File: config.mk
export PLATFORM = sky130hd
export DESIGN_NAME = spi_arbiter_flat
export DESIGN_NICKNAME = d
export VERILOG_FILES = /design/src/rtl/spi_arbiter_if.sv /design/src/rtl/spi_arbiter.sv /design/src/flat_wrapper.sv
export SDC_FILE = /design/constraint.sdc
export NUM_CORES = 1
export LEC_CHECK = 0
export ABC_CLOCK_PERIOD_IN_PS = 2100
export CORE_AREA = 2 2 65 82
export DETAILED_ROUTE_END_ITERATION = 8
export DIE_AREA = 0 0 67 84
export DONT_BUFFER_PORTS = 1
export SYNTH_ARGS = -nofsm -noshare
export SYNTH_HDL_FRONTEND = slang
export SYNTH_SLANG_ARGS = --single-unit
File: constraint.sdc
create_clock -name clk -period 2.1 [get_ports clk]
set_clock_uncertainty 0.05 [all_clocks]
set_input_delay 0 -clock clk [delete_from_list [all_inputs] [get_ports clk]]
set_output_delay 0 -clock clk [all_outputs]
set_load 0.005 [all_outputs]
File: src/rtl/spi_arbiter_if.sv
// Signal bundle between the two requesters, the shared byte-level SPI master and spi_arbiter.
// The slave modport is the arbiter's view; the master modport is the surrounding environment's view.
interface spi_arbiter_if;
   logic        req0;
   logic        req1;
   logic [23:0] cmd0;
   logic [23:0] cmd1;
   logic        done0;
   logic        done1;
   logic [7:0]  rdata;
   logic        busy;
   logic        spi_start;
   logic [7:0]  spi_din;
   logic [7:0]  spi_dout;
   logic        spi_ready;
   logic        spi_done_tick;
   logic        cs;

   modport slave (
      input  req0, req1, cmd0, cmd1, spi_dout, spi_ready, spi_done_tick,
      output done0, done1, rdata, busy, spi_start, spi_din, cs
   );

   modport master (
      output req0, req1, cmd0, cmd1, spi_dout, spi_ready, spi_done_tick,
      input  done0, done1, rdata, busy, spi_start, spi_din, cs
   );
endinterface

File: src/rtl/spi_arbiter.sv
// Round-robin arbiter sharing one byte-level SPI master between two requesters.
// Each grant runs a fixed three-byte transaction under cs, followed by a CS_GAP-cycle deselect gap.
module spi_arbiter #(
   parameter int CS_GAP = 10
) (
   input logic         clk,
   input logic         reset,
   spi_arbiter_if.slave bus
);

   localparam int GW = (CS_GAP > 1) ? $clog2(CS_GAP) : 1;

   typedef enum logic [1:0] {IDLE, SEND, WAIT, GAP} state_t;

   state_t        state, state_d;
   logic [23:0]   cmd_q, cmd_d;
   logic [1:0]    idx_q, idx_d;
   logic [GW-1:0] gap_q, gap_d;
   logic          owner_q, owner_d;   // requester granted most recently
   logic          cs_q, cs_d;
   logic          done0_q, done0_d;
   logic          done1_q, done1_d;
   logic [7:0]    rdata_q, rdata_d;
   logic [7:0]    byte_sel;

   always_comb begin
      unique case (idx_q)
         2'd0:    byte_sel = cmd_q[23:16];
         2'd1:    byte_sel = cmd_q[15:8];
         default: byte_sel = cmd_q[7:0];
      endcase
   end

   // spi_din follows the latched command and byte index only, so it cannot move while a byte is in flight.
   assign bus.spi_din   = byte_sel;
   assign bus.spi_start = (state == SEND) && bus.spi_ready;
   assign bus.busy      = (state != IDLE);
   assign bus.cs        = cs_q;
   assign bus.done0     = done0_q;
   assign bus.done1     = done1_q;
   assign bus.rdata     = rdata_q;

   always_comb begin
      // NOTE: every variable gets its hold value first so no path through the case can infer a latch.
      state_d = state;
      cmd_d   = cmd_q;
      idx_d   = idx_q;
      gap_d   = gap_q;
      owner_d = owner_q;
      cs_d    = cs_q;
      done0_d = 1'b0;
      done1_d = 1'b0;
      rdata_d = rdata_q;

      unique case (state)
         IDLE: begin
            if (bus.req0 || bus.req1) begin
               owner_d = (bus.req0 && bus.req1) ? ~owner_q : bus.req1;
               cmd_d   = owner_d ? bus.cmd1 : bus.cmd0;
               cs_d    = 1'b0;
               idx_d   = 2'd0;
               state_d = SEND;
            end
         end
         SEND: begin
            if (bus.spi_ready) state_d = WAIT;
         end
         WAIT: begin
            if (bus.spi_done_tick) begin
               if (idx_q == 2'd2) begin
                  rdata_d = bus.spi_dout;
                  done0_d = ~owner_q;
                  done1_d = owner_q;
                  cs_d    = 1'b1;
                  gap_d   = GW'(CS_GAP - 1);
                  idx_d   = 2'd0;
                  state_d = GAP;
               end else begin
                  idx_d   = idx_q + 2'd1;
                  state_d = SEND;
               end
            end
         end
         GAP: begin
            if (gap_q == '0) state_d = IDLE;
            else             gap_d   = gap_q - GW'(1);
         end
         default: state_d = IDLE;
      endcase
   end

   // NOTE: state registers use non-blocking assignments so all of them update together on the edge.
   always_ff @(posedge clk or negedge reset) begin
      if (!reset) begin
         state   <= IDLE;
         cmd_q   <= '0;
         idx_q   <= '0;
         gap_q   <= '0;
         owner_q <= 1'b1;
         cs_q    <= 1'b1;
         done0_q <= 1'b0;
         done1_q <= 1'b0;
         rdata_q <= '0;
      end else begin
         state   <= state_d;
         cmd_q   <= cmd_d;
         idx_q   <= idx_d;
         gap_q   <= gap_d;
         owner_q <= owner_d;
         cs_q    <= cs_d;
         done0_q <= done0_d;
         done1_q <= done1_d;
         rdata_q <= rdata_d;
      end
   end

endmodule

File: src/flat_wrapper.sv
// flat-port wrapper written by rule: the top's interface ports become plain ports
module spi_arbiter_flat 
#(
   parameter int CS_GAP = 10
)
  (clk, reset, bus_req0, bus_req1, bus_cmd0, bus_cmd1, bus_spi_dout, bus_spi_ready, bus_spi_done_tick, bus_done0, bus_done1, bus_rdata, bus_busy, bus_spi_start, bus_spi_din, bus_cs);
  spi_arbiter_if bus_i ();
  input logic clk;
  input logic reset;
  input wire logic [$bits(bus_i.req0)-1:0] bus_req0;
  input wire logic [$bits(bus_i.req1)-1:0] bus_req1;
  input wire logic [$bits(bus_i.cmd0)-1:0] bus_cmd0;
  input wire logic [$bits(bus_i.cmd1)-1:0] bus_cmd1;
  input wire logic [$bits(bus_i.spi_dout)-1:0] bus_spi_dout;
  input wire logic [$bits(bus_i.spi_ready)-1:0] bus_spi_ready;
  input wire logic [$bits(bus_i.spi_done_tick)-1:0] bus_spi_done_tick;
  output wire logic [$bits(bus_i.done0)-1:0] bus_done0;
  output wire logic [$bits(bus_i.done1)-1:0] bus_done1;
  output wire logic [$bits(bus_i.rdata)-1:0] bus_rdata;
  output wire logic [$bits(bus_i.busy)-1:0] bus_busy;
  output wire logic [$bits(bus_i.spi_start)-1:0] bus_spi_start;
  output wire logic [$bits(bus_i.spi_din)-1:0] bus_spi_din;
  output wire logic [$bits(bus_i.cs)-1:0] bus_cs;
  assign bus_i.req0 = bus_req0;
  assign bus_i.req1 = bus_req1;
  assign bus_i.cmd0 = bus_cmd0;
  assign bus_i.cmd1 = bus_cmd1;
  assign bus_i.spi_dout = bus_spi_dout;
  assign bus_i.spi_ready = bus_spi_ready;
  assign bus_i.spi_done_tick = bus_spi_done_tick;
  assign bus_done0 = bus_i.done0;
  assign bus_done1 = bus_i.done1;
  assign bus_rdata = bus_i.rdata;
  assign bus_busy = bus_i.busy;
  assign bus_spi_start = bus_i.spi_start;
  assign bus_spi_din = bus_i.spi_din;
  assign bus_cs = bus_i.cs;
  spi_arbiter #(.CS_GAP(CS_GAP)) u_core (.clk(clk), .reset(reset), .bus(bus_i));
endmodule
==> flow_summary_export.csv, run 1 <==
group,metric,value,unit
status,run_status,"complete, no violations",
final_layout,nets,316,
routing,routedWlPerCell,18.35,µm
worst_setup_path,crit_type,"reg2reg",
floorplanning,die_w,67,µm
floorplanning,rows,29,
sta,fin_crit,1759,ps
logic_synthesis,synth_seq_cells,44,
logic_synthesis,synthAdderAreaFrac,1.075,%
cts,cts_tree,"yes",
final_layout,final_cell_mix,"dlygate4sd3_1, mux2_2, dfrtp_1",
global_route,grt_pass1_wl,9.156,mm
cts,clk_latency,290,ps
pwr,p_per_area,1145,nW/µm²
sta,setup_tns,0,ps
placement,placed_cell_area,2370,µm²
logic_synthesis,synth-compound-area-share,7.577,%
sta,fin_ws,340.8,ps
routing,detail_route.first_pass.iterations,4,
floorplanning,start_util,47.19,%
pwr,p_leak,1.305,nW
logic_synthesis,synth-simple-area-share,8.114,%
flow_run,maxCapViolCount,0,
cts,cts_buffers,5,
final_layout,diodes,0,
worst_setup_path,worst_ep_required_time,2280,ps
placement,gp_congestion,1.012,
sta,setup_violations,0,
cts,root_buffer,"clkbuf_8",
global_route,grt_pass1_vias,1870,
global_route,grt_antenna_before_repair,0,
pwr,vdd_drop_max,665.3,µV
logic_synthesis,syn_nets,251,
global_route,grt_overflow,0,
placement,place_ws,386.1,ps
logic_synthesis,synth_xor_area_share,0,%
routing,remaining_drc_errors,0,
sta,fin_crit_sh,83.77,%
logic_synthesis,synth_mux_area_share,31.86,%
logic_synthesis,post_synth.cell_area_avg,12.45,µm²
worst_setup_path,cp-start-kind,"flip-flop",
cts,cts_resized,0,
floorplanning,core,4935,µm²
logic_synthesis,synth_top_family_by_area,"multiplexers",
final_layout,drive_gt1_share,30.04,%
floorplanning,die_y,84,µm
sta,fmax,0.5684,GHz
worst_hold_path,hold_path_depth,3,
routing,dr.first_iter.drc_count,51,
sta,relSlewSlack,61.04,%
logic_synthesis,synth.distinct_cells,40,
cts,htreeDepth,2,
cts,clockBufferDepth,2,
sta,maxSlewViolCount,0,
cts,clk_pin_slew,80,ps
final_layout,stdcell_count,315,
floorplanning,num_io_pins,83,
floorplanning,dieArea,5628,µm²
global_route,grtUsageTotal,22.04,%
routing,routed_wl,5.779,mm
routing,via_count,1745,
worst_setup_path,cp-end-kind,"flip-flop",
logic_synthesis,synth_cells,187,
global_route,grt_max_degree,45,
placement,portBuffers,0,
cts,cts.sinks,44,
logic_synthesis,yosysSeqAreaShare,47.39,%
sta,rsz0062_at_grt,"no",
final_layout,fin_area,3104,µm²
worst_setup_path,cp.arrival,1940,ps
routing,viasPerCell,5.540,
logic_synthesis,syn-cell-area,2328,µm²
sta,worst_pin_slew,583.1,ps
placement,hpwl,3.414,mm
placement,dpl.cell_count,244,
final_layout,synthToLayoutAreaGrowth,33.32,%
worst_setup_path,cp_max_fo,3,
sta,hold_viol_final,0,
routing,ant_nets,0,
final_layout,final_common_cell,"dlygate4sd3_1",
worst_hold_path,hold_class,"in2reg",
worst_setup_path,reg2reg_depth,5,
logic_synthesis,ys_warn_count,0,
==> area by class of cell <==
class | count | area, µm²
Clock buffer | 7 | 86.33
Tap cell | 62 | 77.57
Multi-Input combinational cell | 127 | 1132
Sequential cell | 44 | 1104
Clock inverter | 1 | 7.507
Inverter | 7 | 26.28
Fill cell | 402 | 1831
Timing Repair Buffer | 67 | 670.6
==> layer usage <==
metal	up-vias	global-route usage (%)	wire length (µm)
met3	14	5.668	345
met4	0	10.20	142
met1	847	22.41	2097
li1	811	-	-
met2	73	40.23	3193
met5	-	0	0
==> synthesized netlist by cell type, drive strengths merged <==
cell type	count	area (µm²)
mux2	56	641.9
dfrtp	42	1051
o21ai	11	55.05
mux2i	10	100.1
nand2	10	40.04
inv	7	26.28
nor3	7	46.30
buf	6	55.05
a21oi	3	15.01
clkbuf	3	11.26
nor2	3	11.26
a211o	2	17.52
dfstp	2	52.55
ha	2	25.02
nand4	2	12.51
nor3b	2	15.01
a211oi	1	7.510
a21boi	1	18.77
a21o	1	7.510
a2bb2oi	1	8.760
a31o	1	8.760
a31oi	1	6.260
and2	1	6.260
and3	1	6.260
and4bb	1	12.51
nand2b	1	6.260
nand3	1	5.000
nor2b	1	6.260
nor4	1	6.260
o22a	1	8.760
o22ai	1	6.260
o31ai	1	7.510
o32ai	1	8.760
or3	1	6.260
or3b	1	8.760
==> through the flow <==
step	util, %	power, W	hold WS (ps)
5_1_grt	62.91	0.003805	131.7
6_report	62.91	0.003553	90.58
3_3_place_gp	48.02	0.002799	-344.3
2_1_floorplan	-	0.002584	-345.6
3_5_place_dp	48.02	0.002876	-344.2
4_1_cts	62.91	0.003559	68.71
==> flip-flops by register name, indices dropped and copies added, names as in the netlist <==
signal,count
u_core.state,2
u_core.bus.cs,1
u_core.owner_q,1
u_core.gap_q,4
u_core.idx_q,2
u_core.bus.rdata,8
u_core.bus.done1,1
u_core.bus.done0,1
u_core.cmd_q,24
==> worst max-delay path, stage by stage (launching register included) <==
cell	delay [ps]
dfrtp_1	400
inv_1	120
ha_1	180
or3b_2	490
a211oi_1	320
a211o_1	150
==> cell families (layout without fill, tap and decap cells) <==
logic type                 after synthesis  count (layout)
AOI/OAI and AO/OA                       26              26
adders and majority gates                2               2
buffers and inverters                   16              82
DFF                                     44              44
muxes                                   66              66
and+or+nand+nor                         33              33
==> report_power, final <==
part | switching [W] | total [W] | internal (W)
clock network | 0.000276 | 0.000543 | 0.000267
logic | 0.000647 | 0.00144 | 0.000796
registers | 0.000318 | 0.00157 | 0.00125
total | 0.00124 | 0.00355 | 0.00231
==> repair_timing <==
action	4_1_cts	5_1_grt
endpoints found under the hold margin	85	0
setup buffers	0	0
hold buffers	63	0
endpoints found under the setup margin	0	0
==> path summary, 6_finish.rpt <==
check                                  start          endpoint  slack (ps)
max                          u_core.gap_q[1]   u_core.gap_q[1]         340
min                        bus_spi_done_tick   u_core.state[1]          90
max reg2reg                  u_core.gap_q[1]   u_core.gap_q[1]         340
min reg2reg                 u_core.cmd_q[17]  u_core.cmd_q[17]         470
max in group asynchronous              reset     u_core.bus.cs        1570
min in group asynchronous              reset  u_core.cmd_q[13]         170
Power figures use the tool's default switching activity.
==> inputs of run 2 (changes only) <==
Settings changed: ABC_AREA set to 1, ABC_CLOCK_PERIOD_IN_PS 2100 to 1700, CORE_AREA 2 2 65 82 to 2 2 64 81, DIE_AREA 0 0 67 84 to 0 0 66 83.
Clock period 2.1 ns to 1.7 ns, I/O delays scaled along.
==> run 2 against run 1 <==
Against the previous run: the flow now finishes with violations (negative hold slack); combinational power rose by 25%; routed wire length up 3.9%; critical path type unchanged; design area decreased by 4.0%; hold slack lost 100 ps; die area decreased by 2.7%; clock power increased by 16%; highest routed layer unchanged; non-clock buffer count fell by 3; synthesized cell count grew 57%; maximum frequency up 11%; critical path depth did not move; worst setup slack worse by 230 ps; sequential cell count stayed put.
==> flow_summary_export.csv, run 2 <==
group,metric,value,unit
status,run_status,"finished with violations",
status,violations,"negative hold slack",
placement,portBuffers,0,
final_layout,synthToLayoutAreaGrowth,32.19,%
routing,viasPerCell,5.159,
logic_synthesis,post_synth.cell_area_avg,7.669,µm²
sta,fin_ws,109.6,ps
worst_setup_path,cp-end-kind,"flip-flop",
logic_synthesis,ys_warn_count,0,
routing,routed_wl,6.005,mm
worst_hold_path,whs_endpoint,"u_core.owner_q",
placement,hpwl,3.686,mm
cts,clockBufferDepth,2,
cts,clk_pin_slew,80,ps
sta,fmax,0.6288,GHz
flow_run,maxCapViolCount,0,
logic_synthesis,synth-compound-area-share,11.88,%
global_route,grt_antenna_before_repair,0,
routing,remaining_drc_errors,0,
floorplanning,start_util,48.03,%
sta,maxSlewViolCount,0,
routing,routedWlPerCell,14.44,µm
worst_hold_path,hold_class,"in2reg",
pwr,p_leak,1.425,nW
global_route,grt_pass1_wl,9.742,mm
logic_synthesis,synth_top_family_by_area,"simple AND/OR/NAND/NOR gates",
logic_synthesis,synth_cells,294,
worst_setup_path,reg2reg_depth,5,
cts,cts_buffers,5,
logic_synthesis,synth_edf_count,0,
final_layout,final_common_cell,"nand2_1",
sta,fin_crit,1590,ps
global_route,grt_max_degree,45,
cts,cts.sinks,44,
worst_setup_path,cp.arrival,1720,ps
placement,gp_congestion,0.7261,
worst_setup_path,rr_endpoint,"u_core.cmd_q[16]",
global_route,grt_overflow,0,
sta,rsz0062_at_grt,"no",
sta,relSlewSlack,55.79,%
logic_synthesis,synth_seq_cells,44,
logic_synthesis,synthTopCellsByArea,"dfrtp_1, nand2_1, o21ai_0, nor2_1, o21ai_1",
logic_synthesis,yosysTopAreaCellShare,46.61,%
sta,setup_tns,0,ps
sta,hold_viol_final,1,
final_layout,nFillCells,422,
pwr,p_per_area,1427,nW/µm²
routing,dr.first_iter.drc_count,143,
logic_synthesis,synth_commonest_cells,"nand2_1, dfrtp_1, nor2_1, o21ai_0, o21ai_1",
logic_synthesis,synth.distinct_cells,23,
floorplanning,die_w,66,µm
sta,whs,-9.829,ps
floorplanning,rows,28,
floorplanning,dieArea,5478,µm²
final_layout,top_register,"u_core.cmd_q",
logic_synthesis,syn_nets,358,
worst_hold_path,worstHoldStart,"bus_req0",
worst_setup_path,cp-start-kind,"flip-flop",
worst_hold_path,hold_path_depth,3,
global_route,grtUsageTotal,23.06,%
logic_synthesis,synth_most_common_cell,"nand2_1",
placement,place_ws,168.6,ps
floorplanning,num_io_pins,83,
logic_synthesis,synthAdderAreaFrac,1.110,%
sta,fin_crit_sh,93.55,%
pwr,vdd_drop_max,1060,µV
final_layout,drive_gt1_share,7.584,%
logic_synthesis,syn-cell-area,2255,µm²
routing,ant_nets,0,
routing,via_count,2146,
final_layout,final_util,63.49,%
cts,htreeDepth,2,
routing,detail_route.first_pass.iterations,4,
logic_synthesis,yosysTopAreaCell,"dfrtp_1",
logic_synthesis,synth_mux_area_share,0,%
floorplanning,die_y,83,µm
final_layout,final_cell_mix,"nand2_1, dlygate4sd3_1, dfrtp_1",
floorplanning,core,4695,µm²
cts,root_buffer,"clkbuf_8",
worst_setup_path,worst_ep_required_time,1830,ps
logic_synthesis,synth-simple-area-share,31.52,%
cts,cts_tree,"yes",
worst_setup_path,reg2reg_slack,110,ps
logic_synthesis,synth-main-ff-cell,"dfrtp_1",
sta,worst_pin_slew,662.5,ps
final_layout,diodes,0,
worst_setup_path,cp_max_fo,25,
global_route,grt_pass1_vias,2123,
logic_synthesis,synth_xor_area_share,0.3885,%
worst_setup_path,r2r-start,"u_core.owner_q",
sta,setup_violations,0,
logic_synthesis,yosysSeqAreaShare,48.95,%
final_layout,largest_reg_flops,24,
final_layout,nets,419,
cts,clk_latency,290,ps
logic_synthesis,synthArstFlopShare,100.0,%
worst_setup_path,crit_type,"reg2reg",
## run 2: cell types whose count changed after synthesis, moves of 6 or more
cell     previous run  this run
o21ai_0            10        32
nand3_1             1        14
nor2_1              3        32
nand2_1             9       111
o21ai_1             1        19
mux2_2             53         0
mux2i_1            10         0
nor3_1              6         0
## run 2: kinds of logic (layout without fill, tap and decap cells)
family / count (synthesis) / after routing
flip-flops: 44 / 44
AND/OR/NAND/NOR: 168 / 168
buffers and inverters: 26 / 88
adder cells (fa/ha/maj): 2 / 2
AO/OA/AOI/OAI: 53 / 53
XOR/XNOR: 1 / 1
## run 2: how the worst max path moves through the flow
stage / from / end / slack (ps) / cells past startpoint
CTS: u_core.state[0] / u_core.cmd_q[13] / 140 / 6
global placement: u_core.state[0] / u_core.cmd_q[13] / 240 / 6
detailed placement: u_core.state[0] / u_core.cmd_q[13] / 170 / 6
global route: u_core.state[0] / u_core.cmd_q[21] / 30 / 6
finish: u_core.owner_q / u_core.cmd_q[16] / 110 / 5
floorplan: u_core.state[0] / u_core.cmd_q[13] / 380 / 7
## run 2: metrics by stage
stage	power, W	cell area [µm²]	instances
2_1_floorplan	0.003097	2255	294
3_3_place_gp	0.003411	2283	348
3_5_place_dp	0.003458	2283	348
4_1_cts	0.004221	2973	415
5_1_grt	0.004636	2980	416
6_report	0.004252	2980	416
## run 2: critical path, stage by stage, from the launching register on
cell	delay [ps]
dfstp_2	550
nand2_1	60
nand2_2	60
inv_1	280
o21ai_0	390
o21ai_1	100
## run 2: final cells by class
cell class              count  area, µm²  share of cell area (%)
inverters                  16      62.56                   2.099
well taps                  60      75.07                   2.519
flip-flops and latches     44       1104                   37.03
clock inverters             1      5.005                  0.1679
repair buffers             64      645.6                   21.66
multi-input cells         224       1012                   33.96
clock buffers               7      76.32                   2.561
## run 2: power breakdown
part / switching [W] / internal [W] / leakage [nW]
logic: 0.00112 / 0.000679 / 0.839
registers: 0.000311 / 0.00151 / 0.544
clock network: 0.000343 / 0.000289 / 0.0422
## run 2: metal layers
metal	share of wire, %	vias up	global-route usage [%]
met1	38	999	26.22
met2	54	79	41.97
met5	0	-	0
met3	5.9	9	4.472
met4	1.7	0	7.792
li1	-	1059	-
## run 2: timing repair
| item | CTS | global route |
|---|---|---|
| gates resized for setup | 0 | 1 |
| setup buffers | 0 | 1 |
| endpoints found under the setup margin | 0 | 2 |
| hold buffers | 59 | 0 |
| endpoints found under the hold margin | 78 | 0 |
